$ cat src/rtl/vga_timing_gen.sv
// vga_timing_gen: parametrised VGA raster timing generator.
//   Walks a raster of H_TOTAL x V_TOTAL positions (active, front porch, sync,
//   back porch in both directions) and produces registered sync, data-enable,
//   pixel coordinates and line/frame strobes that describe the current count.
// Ports:
//   PIX_CLK      pixel clock, rising edge
//   RST_N        asynchronous active-low reset
//   EN           advance enable; 0 freezes the raster
//   HS, VS       sync outputs, active level HS_POL / VS_POL
//   DE           high when both counts are in their active regions
//   PIX_X        horizontal count while DE, else 0
//   PIX_Y        vertical count while in vertical active region, else 0
//   LINE_START   one-cycle strobe when the horizontal count becomes 0
//   FRAME_START  one-cycle strobe when the position becomes (0,0)
module vga_timing_gen #(
  parameter int H_ACTIVE = 640,
  parameter int H_FP     = 16,
  parameter int H_SYNC   = 96,
  parameter int H_BP     = 48,
  parameter int V_ACTIVE = 480,
  parameter int V_FP     = 10,
  parameter int V_SYNC   = 2,
  parameter int V_BP     = 33,
  parameter int HS_POL   = 0,
  parameter int VS_POL   = 0,
  parameter int CW       = 11
) (
  input  logic          PIX_CLK,
  input  logic          RST_N,
  input  logic          EN,
  output logic          HS,
  output logic          VS,
  output logic          DE,
  output logic [CW-1:0] PIX_X,
  output logic [CW-1:0] PIX_Y,
  output logic          LINE_START,
  output logic          FRAME_START
);

  localparam int H_TOTAL  = H_ACTIVE + H_FP + H_SYNC + H_BP;
  localparam int V_TOTAL  = V_ACTIVE + V_FP + V_SYNC + V_BP;
  localparam int HS_BEG   = H_ACTIVE + H_FP;
  localparam int HS_END   = HS_BEG + H_SYNC;
  localparam int VS_BEG   = V_ACTIVE + V_FP;
  localparam int VS_END   = VS_BEG + V_SYNC;
  localparam logic [CW-1:0] H_LAST = CW'(H_TOTAL - 1);
  localparam logic [CW-1:0] V_LAST = CW'(V_TOTAL - 1);
  localparam logic HS_ACT = 1'(HS_POL);
  localparam logic VS_ACT = 1'(VS_POL);

  if (H_TOTAL - 1 > (2 ** CW) - 1) begin : g_h_width_err
    $error("vga_timing_gen: CW too narrow for H_TOTAL-1");
  end
  if (V_TOTAL - 1 > (2 ** CW) - 1) begin : g_v_width_err
    $error("vga_timing_gen: CW too narrow for V_TOTAL-1");
  end
  if (H_ACTIVE < 1 || V_ACTIVE < 1 || H_SYNC < 1 || V_SYNC < 1) begin : g_size_err
    $error("vga_timing_gen: active and sync widths must be >= 1");
  end

  logic [CW-1:0] h_q, h_d, v_q, v_d;
  logic [CW-1:0] x_q, x_d, y_q, y_d;
  logic          hs_q, hs_d, vs_q, vs_d, de_q, de_d, ls_q, ls_d, fs_q, fs_d;
  logic          h_act, v_act, h_syn, v_syn;

  always_comb begin
    h_d = h_q;
    v_d = v_q;
    if (EN) begin
      if (h_q == H_LAST) begin
        h_d = '0;
        v_d = (v_q == V_LAST) ? '0 : v_q + CW'(1);
      end else begin
        h_d = h_q + CW'(1);
      end
    end
  end

  // Outputs are decoded from the next counts so that, once registered, they
  // line up with the counter registers of the same cycle.
  always_comb begin
    h_act = int'(h_d) < H_ACTIVE;
    v_act = int'(v_d) < V_ACTIVE;
    h_syn = (int'(h_d) >= HS_BEG) && (int'(h_d) < HS_END);
    v_syn = (int'(v_d) >= VS_BEG) && (int'(v_d) < VS_END);
    hs_d  = h_syn ? HS_ACT : ~HS_ACT;
    vs_d  = v_syn ? VS_ACT : ~VS_ACT;
    de_d  = h_act && v_act;
    x_d   = de_d ? h_d : '0;
    y_d   = v_act ? v_d : '0;
    ls_d  = EN && (h_d == '0);
    fs_d  = ls_d && (v_d == '0);
  end

  // Level outputs only load while enabled: straight after reset the held
  // counts sit on the last raster position, whose decode need not match the
  // reset output values, and a stall must not disturb them.
  always_ff @(posedge PIX_CLK or negedge RST_N) begin
    if (!RST_N) begin
      h_q  <= H_LAST;
      v_q  <= V_LAST;
      hs_q <= ~HS_ACT;
      vs_q <= ~VS_ACT;
      de_q <= 1'b0;
      x_q  <= '0;
      y_q  <= '0;
      ls_q <= 1'b0;
      fs_q <= 1'b0;
    end else begin
      h_q  <= h_d;
      v_q  <= v_d;
      ls_q <= ls_d;
      fs_q <= fs_d;
      if (EN) begin
        hs_q <= hs_d;
        vs_q <= vs_d;
        de_q <= de_d;
        x_q  <= x_d;
        y_q  <= y_d;
      end
    end
  end

  assign HS          = hs_q;
  assign VS          = vs_q;
  assign DE          = de_q;
  assign PIX_X       = x_q;
  assign PIX_Y       = y_q;
  assign LINE_START  = ls_q;
  assign FRAME_START = fs_q;

endmodule

$ cat config.mk
export PLATFORM = sky130hd
export DESIGN_NAME = vga_timing_gen
export DESIGN_NICKNAME = d
export VERILOG_FILES = /design/src/rtl/vga_timing_gen.sv
export SDC_FILE = /design/constraint.sdc
export NUM_CORES = 1
export LEC_CHECK = 0
export ABC_CLOCK_PERIOD_IN_PS = 4100
export BUFFER_PORTS_ARGS = -buffer_cell sky130_fd_sc_hd__buf_2
export CAP_MARGIN = 20
export CORE_ASPECT_RATIO = 1.2
export CORE_UTILIZATION = 60
export CTS_BUF_LIST = sky130_fd_sc_hd__clkbuf_4 sky130_fd_sc_hd__clkbuf_8
export DETAILED_ROUTE_END_ITERATION = 7
export HOLD_SLACK_MARGIN = 0.03
export PLACE_DENSITY = 0.94
export SLEW_MARGIN = 5
export SYNTH_ARGS = -nofsm -noshare
export SYNTH_HDL_FRONTEND = slang
export SYNTH_SLANG_ARGS = --single-unit
$ cat constraint.sdc
create_clock -name PIX_CLK -period 4.1 [get_ports PIX_CLK]
set_input_delay 0.41 -clock PIX_CLK [delete_from_list [all_inputs] [get_ports PIX_CLK]]
set_output_delay 0.41 -clock PIX_CLK [all_outputs]
set_load 0.01 [all_outputs]
; Word level (Yosys, flattened, before mapping)
; Index checks and enable logic that the tools add are counted.
[op_classes]
n_addsub = 2
n_mul = 0
div_mod_pow = 0
n_lt_le_gt_ge = 6
eq_ne = 2
shift = 0
muxes = 9
bitwise_logic = 0
n_reduce_logical = 7
[ops]
columns = operator, count
row1 = 11-bit 2-to-1 mux, 7
row2 = "11-bit by 1-bit adder with 11-bit output, second input constant", 2
row3 = "11-bit by 10-bit == test with 1-bit output, second input constant", 2
row4 = 11-bit logical NOT, 2
row5 = "11-bit by 10-bit less-than comparator with 1-bit output, second input constant", 2
row6 = "11-bit by 9-bit less-than comparator with 1-bit output, second input constant", 2
row7 = "11-bit by 10-bit >= comparator with 1-bit output, second input constant", 1
row8 = "11-bit by 9-bit >= comparator with 1-bit output, second input constant", 1
row9 = 1-bit logical AND, 5
row10 = 1-bit 2-to-1 mux, 2
[word_totals]
register_bits = 49
latch_bits = 0
ramBits = 0
romBits = 0
inputBits = 3
out_inout_bits = 27
elab_cells = 35
n_memories = 0

; Logic depth before layout (Yosys ltp)
; Gate-level depths: netlist of the first run.
[depth]
depth_word = 7
ltp_mapped = 9
ltp_nobuf = 9

; Least setup slack after synthesis of the first run
; No wires, ideal clock.
[synth_timing]
path_type = flip-flop to flip-flop
start = reg h_q[0]
end = reg y_q[3], in the netlist PIX_Y[3]
arrival_ns = 2.371
t_required_ns = 3.999
path_slack_ns = 1.629
path_stages_with_launch = 9
n_path_buf = 1
period_less_slack_ns = 2.471
path_cell_list = dfstp_2 ha_1 nor2b_1 and4_4 nand4_4 or4b_4 o2bb2ai_2 buf_6 o32ai_1
[synth_via]
elab_chain_cells = 5
[synth_rtl]
columns = item, line_no
row1 = from (decl), 61  ; logic [CW-1:0] h_q, h_d, v_q, v_d;
row2 = from (signal assigned), 100  ; h_q <= H_LAST;
row3 = from (signal assigned), 110  ; h_q <= h_d;
row4 = 11-bit by 10-bit == test with 1-bit output *, 70  ; if (h_q == H_LAST) begin
row5 = 11-bit 2-to-1 mux *, 70
row6 = 11-bit 2-to-1 mux *, 69  ; if (EN) begin
row7 = 11-bit by 9-bit less-than comparator with 1-bit output, 83  ; v_act = int'(v_d) < V_ACTIVE;
row8 = 11-bit 2-to-1 mux *, 90  ; y_d = v_act ? v_d : '0;
row9 = to (signal assigned), 119  ; y_q <= y_d;
row10 = to (decl), 62  ; logic [CW-1:0] x_q, x_d, y_q, y_d;
; Mark *: on every way between the ends. The rest lies on a longest branch, timed or not.
; A chain may end at the register's enable or synchronous reset.

; Worst setup path in the final report of the first run
[layout_timing]
start = reg h_q[0]
end = reg x_q[7], in the netlist PIX_X[7]
[layout_via]
elab_chain_cells = 6
[layout_rtl]
columns = item, line_no
row1 = 11-bit by 1-bit adder with 11-bit output / 11-bit by 10-bit == test with 1-bit output (equally long branches), "74, 70"
row2 = 11-bit 2-to-1 mux, 70
row3 = 11-bit 2-to-1 mux, 69
row4 = 11-bit by 10-bit less-than comparator with 1-bit output / 11-bit by 9-bit less-than comparator with 1-bit output (equally long branches), "82, 83"
row5 = 1-bit logical AND, 88  ; de_d = h_act && v_act;
row6 = 11-bit 2-to-1 mux *, 89  ; x_d = de_d ? h_d : '0;
row7 = to (signal assigned), 105  ; x_q <= '0;
row8 = to (signal assigned), 118  ; x_q <= x_d;
row9 = to (decl), 62
; Marked as above.

==> results_dict.tcl, run 1 <==
set metrics [dict create \
    status "completed" \
    dp_cells 341 \
    gr-total-overflow 0 \
    setup.worst_path.start_class "flop" \
    worst_pin_slew_ps 853 \
    report.power.total_uw 1110 \
    cts.repair.resized 0 \
    ioPinCount 30 \
    report.final.hold_viol_count 0 \
    cp.required_ps 4250 \
    first_iter_violations 125 \
    port_buffers 29 \
    die_height_microns 74.6 \
    worst_path_max_delay_cell "sky130_fd_sc_hd__o2bb2ai_2" \
    antenna-diode-count 0 \
    async_reset_ff_frac 1.00 \
    cts_root_buf "sky130_fd_sc_hd__clkbuf_8" \
    power_frac_clock 0.282 \
    finalWirelength_microns 6160 \
    leakage_uw 0.00133 \
    starting_utilization_of_the_core_area 0.623 \
    die-area_sq_mm 0.00466 \
    ant_nets 0 \
    sequential_to_total_area_share_from_yosys_stat 0.471 \
    drtPass1Iterations 5 \
    critical-path-top-delay-family "compound AO/OA/AOI/OAI gates" \
    power.combinational.fraction 0.183 \
    drv_cap 0 \
    sequential_power_share 0.535 \
    number_of_cells_on_the_worst_reg_to_reg_path 8 \
    grt_antenna_before_repair 0 \
    critical_path.cell_chain "ha_1, and4b_1, nand4_1, buf_4, nor4_1, o22ai_1, o2bb2ai_2, o2bb2ai_1" \
    worstSetupPathType "reg2reg" \
    die-width_microns 62.5 \
    cts_inserted_buffers 5 \
    post_synthesis_cells 272 \
    finClkSkew_ps 9.06 \
    cts_htree_levels 2 \
    endpoint_kind "flop" \
    post_route_cells_drive_above_1_share 0.207 \
    synth_fp_nets 278 \
    synth.cell_area_sq_mm 0.00264 \
    clock_tree_from_tritoncts "built" \
    peak_fanout_along_the_critical_path 20 \
    gpl.final_weighted_congestion 0.945 \
    fmax_ghz 0.317 \
    clock_tree.buffer_depth 2 \
    fillCellCount 305 \
    postSynthRegisterBits 49 \
    layout.core_utilization 0.686 \
    total_power_density_per_cell_area_mw_per_mm2 382 \
    path_buf_inv 1 \
    edff_count_synth 0 \
    drcViolationCount 0 \
    yosysUniqueCellTypes 48 \
    globalRouteTotalUtil 0.273 \
    final_cells 350 \
    final.min_clock_period_ps 3150 \
    yosys_warnings 0 \
    std_cell_rows 26 \
    detail_route.wl_per_cell_microns 17.6 \
    p_int_uw 760 \
    finalSetupTns_ps 0 \
    ys_dominant_reg_cell "sky130_fd_sc_hd__dfrtp_1" \
    postCtsSetupBuffers 0 \
    unrepaired_setup_endpoints_after_global_routing "no" \
    timing.critical_path.slowest_cell_delay_ps 700 \
    timing.final.crit_share 0.768 \
    detail_route.vias_per_cell 6.30 \
    final-setup-viol-count 0 \
    first_global_vias 1980 \
    ir_drop_mv 0.347 \
    clock_latency_on_the_worst_skew_pair_ps 310 \
    p_sw_frac 0.314 \
    postSynthAreaPerCell_sq_um 9.69 \
    r2r-end "PIX_X[7]" \
    clkSlewWorstSetupHoldPaths_ps 100 \
    num_vias 2204 \
    class_of_the_most_critical_hold_timing_path "in2async" \
    detailed_place_hpwl_microns 4210 \
    timing.reg2reg.setup_slack_ps 950 \
    cp.arrival_ps 3300 \
    number_of_clock_sinks_seen_by_cts 49 \
    cts_hold_repair.buffers 0 \
    slew_headroom 0.428 \
    core_area_sq_mm 0.00423 \
    grt_pass1_wl_microns 9760 \
    maxSlewViolCount 0 \
    power_switching_uw 347 \
    nets 299 \
    regToRegStartpoint "h_q[0]" \
    grt_max_degree 50 \
    syn_to_final_growth_pct 10.1 \
]
==> power by group through the flow <==
stage               combinational, uW  clock [uW]  sequential (uW)
finish                            202         313              593
global route                      231         325              600
CTS                               197         310              591
detailed placement                193           0              601
global placement                  188           0              597
floorplan                         161           0              577
==> worst max path at each step <==
stage,from,endpoint,slack (ps),cells after the start
floorplan,h_q[0],PIX_Y[3],1630,8
global placement,h_q[0],PIX_Y[8],1120,8
detailed placement,h_q[0],PIX_Y[8],1080,8
CTS,h_q[0],PIX_X[7],980,8
global route,h_q[0],PIX_Y[7],770,8
finish,h_q[0],PIX_X[7],950,8
==> final cells by class <==
type,instances,area (sq um),area share
multi-input combinational,189,1250,0.432
sequential,49,1240,0.428
timing repair buffer,31,173,0.0595
clock buffer,6,82.6,0.0285
tap,56,70.1,0.0242
inverter,17,63.8,0.0220
clock inverter,2,17.5,0.00604
==> kinds of logic after synthesis <==
group,share of synthesized area
AND/OR/NAND/NOR,0.236
AO/OA/AOI/OAI,0.160
flip-flops,0.471
buffers and inverters,0.0537
XOR/XNOR,0.0565
adder cells (fa/ha/maj),0.0142
multiplexers,0.00807
==> routing by layer <==
layer | track usage | wire length [microns] | vias up
li1 | - | - | 1029
met1 | 0.385 | 2670 | 1054
met2 | 0.432 | 2910 | 104
met3 | 0.0491 | 482 | 17
met4 | 0.0879 | 94 | 0
met5 | 0 | 0 | -
==> metrics by stage <==
| stage | instance area, sq um | hold slack (ps) | worst slack [ps] |
|---|---|---|---|
| CTS | 2880 | 323 | 979 |
| global route | 2900 | 65.2 | 772 |
| detailed placement | 2780 | 468 | 1080 |
| finish | 2900 | 18.8 | 949 |
| global placement | 2780 | 465 | 1120 |
| floorplan | 2640 | 114 | 1630 |
==> Yosys cell counts (5+ instances only) <==
| library cell | count | area share |
|---|---|---|
| sky130_fd_sc_hd__a31oi_1 | 6 | 0.014 |
| sky130_fd_sc_hd__and3_1 | 5 | 0.012 |
| sky130_fd_sc_hd__and4_1 | 5 | 0.017 |
| sky130_fd_sc_hd__clkbuf_1 | 11 | 0.016 |
| sky130_fd_sc_hd__dfrtp_1 | 37 | 0.35 |
| sky130_fd_sc_hd__dfstp_2 | 12 | 0.12 |
| sky130_fd_sc_hd__inv_1 | 17 | 0.024 |
| sky130_fd_sc_hd__nand2_1 | 21 | 0.030 |
| sky130_fd_sc_hd__nand3_1 | 19 | 0.036 |
| sky130_fd_sc_hd__nand4_1 | 8 | 0.019 |
| sky130_fd_sc_hd__nor2_1 | 18 | 0.026 |
| sky130_fd_sc_hd__nor2b_1 | 5 | 0.012 |
| sky130_fd_sc_hd__nor3_1 | 5 | 0.0095 |
| sky130_fd_sc_hd__o21ai_0 | 14 | 0.027 |
| sky130_fd_sc_hd__o2bb2ai_1 | 14 | 0.047 |
| sky130_fd_sc_hd__o32ai_1 | 6 | 0.020 |
| sky130_fd_sc_hd__xnor2_1 | 8 | 0.027 |
| sky130_fd_sc_hd__xor2_1 | 9 | 0.030 |
==> state kept, by name, indices dropped and copies added, names as in the netlist <==
name / count
FRAME_START: 1
VS: 1
HS: 1
h_q: 11
PIX_X: 11
LINE_START: 1
PIX_Y: 11
v_q: 11
DE: 1
==> placed cells by master (no fill, tap or decap), drive strengths merged, types with 2 or more instances in the layout <==
master | Yosys | layout
or4 | 2 | 2
and4 | 6 | 6
dfrtp | 37 | 37
or3 | 2 | 2
or2 | 3 | 3
o21a | 3 | 3
nor3 | 5 | 5
clkbuf | 12 | 6
a31oi | 6 | 6
xnor2 | 8 | 8
o22ai | 2 | 2
o32ai | 6 | 6
ha | 3 | 3
o21ai | 15 | 15
xor2 | 9 | 9
nor2 | 18 | 18
dfstp | 12 | 12
inv | 17 | 18
and3 | 5 | 5
a21oi | 3 | 3
nor2b | 5 | 5
and2 | 3 | 3
o2bb2ai | 15 | 15
nor4 | 4 | 4
nand3 | 19 | 19
buf | 5 | 31
a21o | 2 | 2
nand2 | 21 | 21
and4b | 3 | 3
nand4 | 9 | 9
No activity file was read; power rests on OpenSTA's default activity.
==> inputs of run 2 (changes only) <==
Settings changed: ABC_CLOCK_PERIOD_IN_PS 4100 to 2840, CORE_UTILIZATION 60 to 54, PLACE_DENSITY 0.94 to 0.89.
Clock period 4.1 ns to 2.84 ns, I/O delays scaled along.
==> run 2 against run 1 <==
Global-route usage fell by 0.72 points. Non-clock buffer count increased by 12. Register-to-register slack worse by 820 ps. First-iteration DRC count up 20%. Core utilization is 2.8 points lower. Worst setup slack worse by 820 ps. Clock power rose by 88%. Largest cell class unchanged.
==> results_dict.tcl, run 2 (synthesized netlist as in run 1, its figures left out) <==
set metrics [dict create \
    cts_htree_levels 2 \
    clock_tree_from_tritoncts "built" \
    leakage_uw 0.00140 \
    nets 311 \
    class_of_the_most_critical_hold_timing_path "in2reg" \
    cts_inserted_buffers 5 \
    clock_tree.buffer_depth 2 \
    finalSetupTns_ps 0 \
    detail_route.vias_per_cell 6.25 \
    cp.arrival_ps 2910 \
    drcViolationCount 0 \
    worstSetupPathType "reg2reg" \
    ioPinCount 30 \
    die_height_microns 78.5 \
    core_area_sq_mm 0.00463 \
    drtPass1Iterations 4 \
    number_of_clock_sinks_seen_by_cts 49 \
    std_cell_rows 27 \
    grt_pass1_wl_microns 10400 \
    fillCellCount 350 \
    peak_fanout_along_the_critical_path 20 \
    gpl.final_weighted_congestion 0.928 \
    num_vias 2275 \
    unrepaired_setup_endpoints_after_global_routing "no" \
    ant_nets 0 \
    syn_to_final_growth_pct 15.5 \
    critical_path.cell_chain "ha_2, nor2b_1, and4_4, nand4_4, or4b_4, o2bb2ai_2, buf_12, o32ai_1" \
    maxSlewViolCount 0 \
    mostFrequentLayoutCell "sky130_fd_sc_hd__dfrtp_1" \
    grt_max_degree 50 \
    dp_cells 354 \
    detail_route.wl_per_cell_microns 17.8 \
    fmax_ghz 0.368 \
    antenna-diode-count 0 \
    critical-path-top-delay-family "simple AND/OR/NAND/NOR gates" \
    dp_slack_ps 110 \
    grt_antenna_before_repair 0 \
    gr-total-overflow 0 \
    slew_headroom 0.614 \
    clkSlewWorstSetupHoldPaths_ps 90 \
    final-setup-viol-count 0 \
    port_buffers 29 \
    critical_path_cell_count 8 \
    endpoint_kind "flop" \
    worst_pin_slew_ps 575 \
    die-area_sq_mm 0.00516 \
    setup.worst_path.start_class "flop" \
    report.final.hold_viol_count 0 \
    timing.reg2reg.setup_slack_ps 120 \
    timing.final.crit_share 0.956 \
    starting_utilization_of_the_core_area 0.569 \
    die-width_microns 65.8 \
    worst_path_max_delay_cell "sky130_fd_sc_hd__dfstp_2" \
    finClkSkew_ps 4.98 \
    mostFrequentLayoutCells "37 x sky130_fd_sc_hd__dfrtp_1, 29 x sky130_fd_sc_hd__buf_2, 21 x sky130_fd_sc_hd__nand2_1" \
    clock_latency_on_the_worst_skew_pair_ps 310 \
    cts_root_buf "sky130_fd_sc_hd__clkbuf_8" \
    final_cells 364 \
    finalWirelength_microns 6470 \
    total_power_density_per_cell_area_mw_per_mm2 573 \
    number_of_cells_on_the_worst_reg_to_reg_path 8 \
    first_iter_violations 150 \
    detailed_place_hpwl_microns 4540 \
    cp.required_ps 3040 \
    timing.critical_path.slowest_cell_delay_ps 580 \
    first_global_vias 2122 \
    status "completed" \
    finalWorstSetupSlack_ps 125 \
    final.min_clock_period_ps 2720 \
    post_route_cells_drive_above_1_share 0.239 \
    postCtsSetupBuffers 0 \
    globalRouteTotalUtil 0.266 \
    ir_drop_mv 0.554 \
    drv_cap 0 \
    hold-path-cell-count 3 \
    path_buf_inv 1 \
]
## run 2: changes by cell type in the layout (fill, tap and decap cells not counted), sizes merged
cell         previous run  this run
inv                    18        17
bufinv                  0         2
buf                    31        42
clkbuf                  6         5
dlygate4sd3             0         1
## run 2: path summary, 6_finish.rpt
check,startpoint,endpoint
max reg2reg,h_q[0],PIX_X[2]
min in group asynchronous,RST_N,PIX_X[3]
max,h_q[0],PIX_X[2]
max in group asynchronous,RST_N,v_q[2]
min,EN,HS
min reg2reg,HS,HS
## run 2: worst reg2reg max path: cells and delay by family, from the launching register on
kind                       cells  cell delay, ps
buffers and inverters          1             170
DFF                            1             580
and+or+nand+nor                4            1160
adders and majority gates      1             230
AOI/OAI and AO/OA              2             470
## run 2: layer usage
layer,vias to the layer above,global-route usage,part of all wire
met5,-,0,0
met1,1099,0.371,0.44
li1,1050,-,-
met3,20,0.0538,0.064
met2,106,0.398,0.46
met4,0,0.115,0.031
## run 2: cell type report
| type | count | area [sq um] | share of cell area |
|---|---|---|---|
| timing repair buffer | 43 | 278 | 0.0912 |
| tap | 58 | 72.6 | 0.0238 |
| clock inverter | 3 | 65.1 | 0.0214 |
| clock buffer | 5 | 68.8 | 0.0226 |
| multi-input combinational | 189 | 1250 | 0.412 |
| sequential | 49 | 1240 | 0.408 |
| inverter | 17 | 63.8 | 0.0210 |
## run 2: what timing repair did
action                                 4_1_cts  5_1_grt
hold buffers                                 0        1
resized for setup                            0        1
setup endpoints to repair                    0        1
endpoints found under the hold margin        0       14
## run 2: through the flow
stage	util	instance area, sq um	hold slack (ps)	power [uW]
6_report	0.658	3040	381	1740
5_1_grt	0.658	3040	415	1810
4_1_cts	0.651	3010	186	1730
3_5_place_dp	0.622	2880	469	1150
3_3_place_gp	0.622	2880	467	1130
2_1_floorplan	-	2640	-11.6	1070
## run 2: where the power goes
part | leakage (uW) | switching (uW) | internal [uW]
Combinational | 0.000699 | 174 | 127
Sequential | 0.000637 | 77.6 | 776
Clock | 0.0000681 | 239 | 350
